$ cat config.mk
export PLATFORM = sky130hd
export DESIGN_NAME = fir_axilite_slave
export DESIGN_NICKNAME = d
export VERILOG_FILES = /design/src/rtl/fir_axilite_slave.sv
export SDC_FILE = /design/constraint.sdc
export NUM_CORES = 1
export LEC_CHECK = 0
export CORE_ASPECT_RATIO = 1.4
export CORE_MARGIN = 1.5
export CORE_UTILIZATION = 43
export CTS_CLUSTER_DIAMETER = 60
export DETAILED_ROUTE_END_ITERATION = 8
export GPL_TIMING_DRIVEN = 1
export PLACE_DENSITY_LB_ADDON = 0.08
export SKIP_LAST_GASP = 1
export SLEW_MARGIN = 30
export SYNTH_ARGS = -nofsm -noshare
export SYNTH_HDL_FRONTEND = slang
export SYNTH_SLANG_ARGS = --single-unit
$ cat constraint.sdc
create_clock -name axis_clk -period 2.15 [get_ports axis_clk]
set_input_delay 0.3225 -clock axis_clk [delete_from_list [all_inputs] [get_ports axis_clk]]
set_output_delay 0.3225 -clock axis_clk [all_outputs]
set_load 0.01 [all_outputs]
$ cat src/rtl/fir_axilite_slave.sv
// AXI-Lite configuration responder for the FIR accelerator: ap_ctrl, data_length, tap BRAM.
// Optional: define FIR_AXIL_TAP_READBACK_EN to let tap-window reads return BRAM contents.
module fir_axilite_slave #(
    parameter int ADDR_WIDTH = 12,
    parameter int DATA_WIDTH = 32,
    parameter int TAP_NUM    = 11
) (
    input  logic                  axis_clk,
    input  logic                  axis_rst_n,
    input  logic                  awvalid,
    output logic                  awready,
    input  logic [ADDR_WIDTH-1:0] awaddr,
    input  logic                  wvalid,
    output logic                  wready,
    input  logic [DATA_WIDTH-1:0] wdata,
    input  logic                  arvalid,
    output logic                  arready,
    input  logic [ADDR_WIDTH-1:0] araddr,
    output logic                  rvalid,
    input  logic                  rready,
    output logic [DATA_WIDTH-1:0] rdata,
    output logic                  ap_start,
    input  logic                  core_done,
    output logic [DATA_WIDTH-1:0] data_length,
    input  logic                  core_busy,
    input  logic                  core_tap_EN,
    input  logic [ADDR_WIDTH-1:0] core_tap_A,
    output logic                  tap_EN,
    output logic [3:0]            tap_WE,
    output logic [ADDR_WIDTH-1:0] tap_A,
    output logic [DATA_WIDTH-1:0] tap_Di,
    input  logic [DATA_WIDTH-1:0] tap_Do
);

    localparam logic [ADDR_WIDTH-1:0] ADDR_CTRL = '0;
    localparam logic [ADDR_WIDTH-1:0] ADDR_LEN  = ADDR_WIDTH'(16);
    localparam logic [ADDR_WIDTH-1:0] TAP_BASE  = ADDR_WIDTH'(64);
    localparam logic [ADDR_WIDTH-1:0] TAP_END   = ADDR_WIDTH'(64 + 4 * TAP_NUM);

    typedef enum logic [2:0] {IDLE, WR, RD_ADDR, RD_DATA, RD_RESP} state_t;

    state_t                  state;
    logic                    ap_idle;
    logic                    ap_done;
    logic [ADDR_WIDTH-1:0]   rd_addr_q;
    logic                    rd_busy_q;
    logic                    tap_en_q;
    logic [3:0]              tap_we_q;
    logic [ADDR_WIDTH-1:0]   tap_a_q;
    logic [DATA_WIDTH-1:0]   tap_di_q;
    logic [DATA_WIDTH-1:0]   tap_rd;
    logic [DATA_WIDTH-1:0]   ctrl_word;
    logic [DATA_WIDTH-1:0]   rd_value;
    logic                    wr_fire;
    logic                    ctrl_rd_hs;

    function automatic logic in_tap(input logic [ADDR_WIDTH-1:0] a);
        return (a >= TAP_BASE) && (a < TAP_END);
    endfunction

`ifdef FIR_AXIL_TAP_READBACK_EN
    assign tap_rd = tap_Do;
`else
    logic unused_tap_do;
    assign unused_tap_do = ^tap_Do;
    assign tap_rd        = '0;
`endif

    assign ctrl_word  = {{(DATA_WIDTH-3){1'b0}}, ap_idle, ap_done, ap_start};
    assign wr_fire    = (state == IDLE) && awvalid && wvalid;
    assign ctrl_rd_hs = (state == RD_RESP) && rready && (rd_addr_q == ADDR_CTRL);

    always_comb begin
        rd_value = '0;
        if (in_tap(rd_addr_q))
            rd_value = rd_busy_q ? '1 : tap_rd;
        else if (rd_addr_q == ADDR_CTRL)
            rd_value = ctrl_word;
        else if (rd_addr_q == ADDR_LEN)
            rd_value = data_length;
    end

    // Core owns the BRAM port while busy; the bus side is muted.
    assign tap_EN = core_busy ? core_tap_EN : tap_en_q;
    assign tap_WE = core_busy ? 4'h0 : tap_we_q;
    assign tap_A  = core_busy ? core_tap_A : tap_a_q;
    assign tap_Di = tap_di_q;

    always_ff @(posedge axis_clk or negedge axis_rst_n) begin
        if (!axis_rst_n) begin
            state     <= IDLE;
            awready   <= 1'b0;
            wready    <= 1'b0;
            arready   <= 1'b0;
            rvalid    <= 1'b0;
            rdata     <= '0;
            rd_addr_q <= '0;
            rd_busy_q <= 1'b0;
            tap_en_q  <= 1'b0;
            tap_we_q  <= 4'h0;
            tap_a_q   <= '0;
            tap_di_q  <= '0;
        end else begin
            unique case (state)
                IDLE: begin
                    if (awvalid && wvalid) begin
                        state   <= WR;
                        awready <= 1'b1;
                        wready  <= 1'b1;
                        if (in_tap(awaddr) && !core_busy) begin
                            tap_en_q <= 1'b1;
                            tap_we_q <= 4'hF;
                            tap_a_q  <= awaddr - TAP_BASE;
                            tap_di_q <= wdata;
                        end
                    end else if (arvalid) begin
                        state     <= RD_ADDR;
                        arready   <= 1'b1;
                        rd_addr_q <= araddr;
                        rd_busy_q <= core_busy;
`ifdef FIR_AXIL_TAP_READBACK_EN
                        if (in_tap(araddr) && !core_busy) begin
                            tap_en_q <= 1'b1;
                            tap_we_q <= 4'h0;
                            tap_a_q  <= araddr - TAP_BASE;
                        end
`endif
                    end
                end
                WR: begin
                    awready  <= 1'b0;
                    wready   <= 1'b0;
                    tap_en_q <= 1'b0;
                    tap_we_q <= 4'h0;
                    state    <= IDLE;
                end
                RD_ADDR: begin
                    arready  <= 1'b0;
                    tap_en_q <= 1'b0;
                    state    <= RD_DATA;
                end
                RD_DATA: begin
                    rdata  <= rd_value;
                    rvalid <= 1'b1;
                    state  <= RD_RESP;
                end
                RD_RESP: begin
                    if (rready) begin
                        rvalid <= 1'b0;
                        state  <= IDLE;
                    end
                end
                default: state <= IDLE;
            endcase
        end
    end

    always_ff @(posedge axis_clk or negedge axis_rst_n) begin
        if (!axis_rst_n) begin
            ap_start    <= 1'b0;
            ap_idle     <= 1'b1;
            ap_done     <= 1'b0;
            data_length <= '0;
        end else begin
            ap_start <= 1'b0;
            if (wr_fire && awaddr == ADDR_CTRL && wdata[0] && ap_idle) begin
                ap_start <= 1'b1;
                ap_idle  <= 1'b0;
            end
            if (wr_fire && awaddr == ADDR_LEN && ap_idle)
                data_length <= wdata;
            if (ctrl_rd_hs)
                ap_done <= 1'b0;
            // Completion is applied last so it beats a same-cycle read clear.
            if (core_done) begin
                ap_done <= 1'b1;
                ap_idle <= 1'b1;
            end
        end
    end

endmodule

==> results of run 1 <==
sequential cells by signal (all words and copies together), names as in the netlist:
signal	count
data_length	32
tap_en_q	1
tap_a_q	12
tap_Di	32
ap_done	1
wready	1
state	3
ap_start	1
rd_addr_q	12
rd_busy_q	1
tap_we_q	1
rdata	32
arready	1
ap_idle	1
rvalid	1
worst max-delay path, cell delays in order (launching register included):
cell and delay, ns:
dfrtp_1 0.39, nor3_2 0.40, nand3_1 0.22, nor3_4 0.24
buf_12 0.25, mux2_2 0.37
cells in the final DEF (no fill, tap or decap), types with 2 or more instances in the layout:
cell type and n:
a21oi_1 34, a21oi_2 3, buf_12 7, buf_4 23
bufinv_16 5, clkbuf_1 2, clkbuf_16 18, clkdlybuf4s50_1 189
clkinv_4 3, clkinvlp_4 2, dfrtp_1 131, dlymetal6s2s_1 4
ha_1 2, inv_1 11, mux2_1 35, mux2_2 55
mux2i_1 9, nand2_1 45, nand2b_1 3, nand3_1 4
nor2_1 39, nor3_1 3, nor3_4 2, o21ai_0 8
or2_1 3, xnor2_1 2
layer usage:
metal	global-route usage (%)	up-vias	wire [um]	share of wire (%)
met2	38.3	142	7490	54
met1	25.1	2041	5410	39
met5	0	-	0	0
met3	5.87	8	910	6.5
li1	-	1959	-	-
met4	6.27	0	115	0.83
what timing repair did:
item,4_1_cts,5_1_grt
hold endpoints to repair,42,0
endpoints found under the setup margin,0,11
hold buffers,1,0
gates resized for setup,0,4
cell families (layout without fill, tap and decap cells):
logic type,after synthesis,count (layout),share of synthesized area [%]
AOI/OAI and AO/OA,55,55,5.66
xor gates and xnor gates,3,3,0.476
adders and majority gates,2,2,0.453
buffers and inverters,39,268,3.83
DFF,132,132,59.8
muxes,99,99,20.0
and+or+nand+nor,114,114,9.83
final cells by class:
class | instances | area, um2 | share of cell area [%]
Inverter | 11 | 41.3 | 0.485
Multi-Input combinational cell | 273 | 2040 | 24.0
Clock buffer | 19 | 433 | 5.08
Timing Repair Buffer | 226 | 2300 | 27.0
Clock inverter | 12 | 205 | 2.41
Tap cell | 150 | 188 | 2.20
Sequential cell | 132 | 3300 | 38.8
where the power goes:
group          internal, mW  leakage, nW  switching, mW  total (mW)
clock                  2.06        0.304           1.05        3.11
sequential             3.04         1.70          0.345        3.39
combinational          1.38         1.85           1.14        2.53
total                  6.49         3.85           2.54        9.02
path summary, 6_finish.rpt:
path,start,end,cells after the start
max,state[1]$_DFFE_PN0P_,data_length[18]$_DFFE_PN0P_,5
min,axis_rst_n,tap_Di[21]$_DFFE_PN0P_,2
max reg2reg,state[1]$_DFFE_PN0P_,data_length[18]$_DFFE_PN0P_,5
min reg2reg,rvalid$_DFFE_PN0P_,rvalid$_DFFE_PN0P_,2
max in group asynchronous,axis_rst_n,data_length[29]$_DFFE_PN0P_,3
min in group axis_clk,rvalid$_DFFE_PN0P_,rvalid$_DFFE_PN0P_,2
==> impl_metrics.ini, run 1 <==
[critical_path]
path_max_fanout = 32
critPathRequiredTime_ns = 2.43
crit_type = reg -> reg
cp.arrival_ns = 2.28
r2r_slack_ns = 0.15
startpoint_type = register
cp-end-kind = register

[logic_synthesis]
synth_top_area_cell = dfrtp_1
async_flop_share_pct = 100
synth_seq_area_share_pct = 59.8
synth_nets = 555
synthTopCellsByCount = dfrtp_1 (131), mux2_2 (55), nand2_1 (45)
yosys_warnings = 0
ys.flop_type = dfrtp_1
yosysUniqueCellTypes = 46
synth_edf_count = 0
synth.top_cell.area_share_pct = 59.3
synthCells = 444
synthMostInstantiatedCell = dfrtp_1
avgSynthCellArea_um2 = 12.4
synth.area.top_cells = dfrtp_1 (59%), mux2_2 (11%), mux2_1 (7.1%), a21oi_1 (3.1%), nand2_1 (3.1%)
ys_ff_latch = 132
syn_area_um2 = 5530

[outcome]
status = finished, violations left
violations = DRC

[global_routing]
grt_start_max_net_pins = 52
grt_pass1_wl_um = 22400
grt.overflow.total = 0
globalRouteTotalUtil_pct = 21.4
grt_pass1_vias = 4511
antenna_found_initial = 0

[timing]
finalSetupViolations = 0
clock.fmax_ghz = 0.501
fin_ws_ns = 0.155
hold_violations = 0
finalCritPeriodShare_pct = 92.8
relSlewSlack_pct = 70.7
rsz0062_at_grt = no
fin_hold_ws_ns = 0.413
period_minus_slack_ns = 2.00
slew_viol_final = 0
finClkSkew_ns = 0.00809
setup_tns_ns = 0
worst_pin_slew_ns = 0.440

[clocking]
cts_num_sinks = 132
numCtsBuffers = 17
clk_latency_ns = 0.40
post_cts_buffers = 0
cts_tree = done
h-tree-depth = 4
cts_buffer_depth = 2
cts_root_buf = clkbuf_16
clk_pin_slew_ns = 0.06

[routing]
via_count = 4150
viasPerCell = 5.04
drc = 15
totalWireLength_um = 13900
final_antenna_net_count = 0
drtPass1Iterations = 9
wl_per_cell_um = 16.9
first_iter_violations = 138

[placed_design]
dp_hpwl_um = 9840
port_buffers = 194
placed_cell_area_um2 = 7830
pre_cts_ws_ns = -0.254
dp.cells = 790
finalWeightedCongestion = 0.779

[floorplanning]
rows = 48
fp.dieW_um = 98.8
io_pins = 227
die-area_um2 = 13600
initial_core_util_pct = 44.5
die_h_um = 137
coreArea_um2 = 12400

[final_layout]
fin_area_um2 = 8520
nets = 772
fin_cells = 823
layout-drive-gt1-share_pct = 19.5
nFillCells = 948
fin_util_pct = 68.5
n_antenna_cell = 0
area_growth_pct = 54.1

[hold_path]
hold_class = in -> async

[pwr]
p_leak_nw = 3.85
power_density_nw_per_um2 = 1060
total_power_mw = 9.02
peakVddDrop_v = 0.000660

[run]
cap_viol_max_count = 0
Note: power is estimated with default switching activity, not from simulation.
==> run 2, diff against run 1 <==
Settings changed: SETUP_SLACK_MARGIN set to 0.15.
==> impl_metrics.ini, run 2 (synthesis results as in run 1) <==
[timing]
clock.fmax_ghz = 0.511
slew_viol_final = 0
finalSetupViolations = 0
hold_violations = 0
relSlewSlack_pct = 70.5
finClkSkew_ns = 0.00803
period_minus_slack_ns = 1.96
worst_pin_slew_ns = 0.442
finalCritPeriodShare_pct = 91.1
fin_hold_ws_ns = 0.410
rsz0062_at_grt = no

[critical_path]
r2r_slack_ns = 0.20
startpoint_type = primary input
cp.arrival_ns = 1.64
path_max_fanout = 11
crit_type = in -> out
r2r-start = rd_addr_q[9]$_DFFE_PN0P_
reg2reg_depth = 4
critPathRequiredTime_ns = 1.83
r2r_end = rdata[1]$_DFFE_PN0P_
cp-end-kind = primary output

[floorplanning]
rows = 48
fp.dieW_um = 98.8
coreArea_um2 = 12400
die-area_um2 = 13600
die_h_um = 137
initial_core_util_pct = 44.5
io_pins = 227

[pwr]
seq_power_share_pct = 37.4
power_density_nw_per_um2 = 1050
power_switching_mw = 2.58
power.internal_mw = 6.54
power.share.switching_pct = 28.3
p_clk_share_pct = 34.1
peakVddDrop_v = 0.000647
p_comb_share_pct = 28.4
p_leak_nw = 3.94

[placed_design]
finalWeightedCongestion = 0.779
dp_hpwl_um = 9840
port_buffers = 194
placed_cell_area_um2 = 7830

[clocking]
cts_num_sinks = 132
cts_root_buf = clkbuf_16
numCtsBuffers = 17
clk_latency_ns = 0.41
cts_tree = done
h-tree-depth = 4
clk_pin_slew_ns = 0.06
cts_buffer_depth = 2

[routing]
drtPass1Iterations = 6
drc = 15
via_count = 4217
viasPerCell = 5.08
final_antenna_net_count = 0
wl_per_cell_um = 17.3
first_iter_violations = 141
totalWireLength_um = 14400

[global_routing]
grt_pass1_vias = 4540
grt_pass1_wl_um = 22600
antenna_found_initial = 0
globalRouteTotalUtil_pct = 21.6
grt.overflow.total = 0
grt_start_max_net_pins = 52

[final_layout]
mostFrequentLayoutCells = clkdlybuf4s50_1 (181), dfrtp_1 (130), mux2_2 (55)
layout-drive-gt1-share_pct = 21.3
final_common_cell = clkdlybuf4s50_1
nets = 779
n_antenna_cell = 0
fin_area_um2 = 8670
area_growth_pct = 56.9

[hold_path]
hold_class = in -> async

[outcome]
status = finished, violations left
violations = DRC

[run]
cap_viol_max_count = 0
run 2: changes by cell type in the layout (fill, tap and decap cells not counted), sizes merged:
cell	change
buf	+5
bufbuf	+1
clkbuf	+1
clkdlybuf4s50	-8
dlygate4sd2	+7
dlymetal6s2s	+1
run 2: layer usage:
metal	track usage, %	vias up	routed length, um
li1	-	1973	-
met4	6.27	0	156
met2	39.1	160	7740
met5	0	-	0
met1	25.1	2072	5460
met3	5.87	12	997
run 2: how the worst max path moves through the flow:
stage,to,start,depth (start not counted),slack (ns)
after floorplan,tap_a_q[3]$_DFFE_PN0P_,state[1]$_DFFE_PN0P_,6,0.21
after global placement,tap_Di[0]$_DFFE_PN0P_,awaddr[9],6,-0.23
after detailed placement,tap_Di[28]$_DFFE_PN0P_,awaddr[9],6,-0.25
after CTS,rdata[1]$_DFFE_PN0P_,rd_addr_q[1]$_DFFE_PN0P_,4,0.15
after global routing,tap_Di[9]$_DFFE_PN0P_,awaddr[1],8,0.10
final,tap_A[8],core_busy,4,0.19
run 2: power by group through the flow:
stage,clock network [mW],registers [mW],logic (mW)
6_report,3.11,3.41,2.59
5_1_grt,3.28,3.48,2.81
4_1_cts,3.16,3.40,2.57
3_5_place_dp,0,3.43,2.54
3_3_place_gp,0,3.40,2.48
2_1_floorplan,0,3.51,1.01
run 2: final cells by class:
class                      count  area, um2
sequential                   132       3310
multi-input combinational    273       2090
tap                          150        188
timing repair buffer         233       2410
clock buffer                  19        433
fill                         929       3760
inverter                      11       41.3
clock inverter                12        205
run 2: timing repair:
item                                    CTS  global route
endpoints found under the setup margin   17            89
pin swaps                                 0             6
hold buffers                              1             0
cloned                                    1             2
hold endpoints to repair                 42             0
gates resized for setup                   9            13
setup buffers                             0             5
run 2: through the flow:
step	total power, mW	utilization, %	instances	setup WS, ns	setup TNS (ns)
finish	9.12	69.7	830	0.192	0
global route	9.56	69.7	830	0.100	0
CTS	9.13	68.5	823	0.153	0
detailed placement	5.96	63.0	790	-0.254	-13.89
global placement	5.88	63.0	790	-0.226	-12.62
floorplan	4.53	-	444	0.213	0
run 2: critical path: stages:
cell and delay, ns:
dlygate4sd2_1 0.28, bufbuf_16 0.29, o21ai_0 0.17, clkdlybuf4s50_1 0.57
==> run 3, diff against run 2 <==
Settings changed: CTS_CLUSTER_DIAMETER 60 to unset.
==> results of run 3 <==
Same layout as run 2: the final DEF is identical, and so are final timing and power.
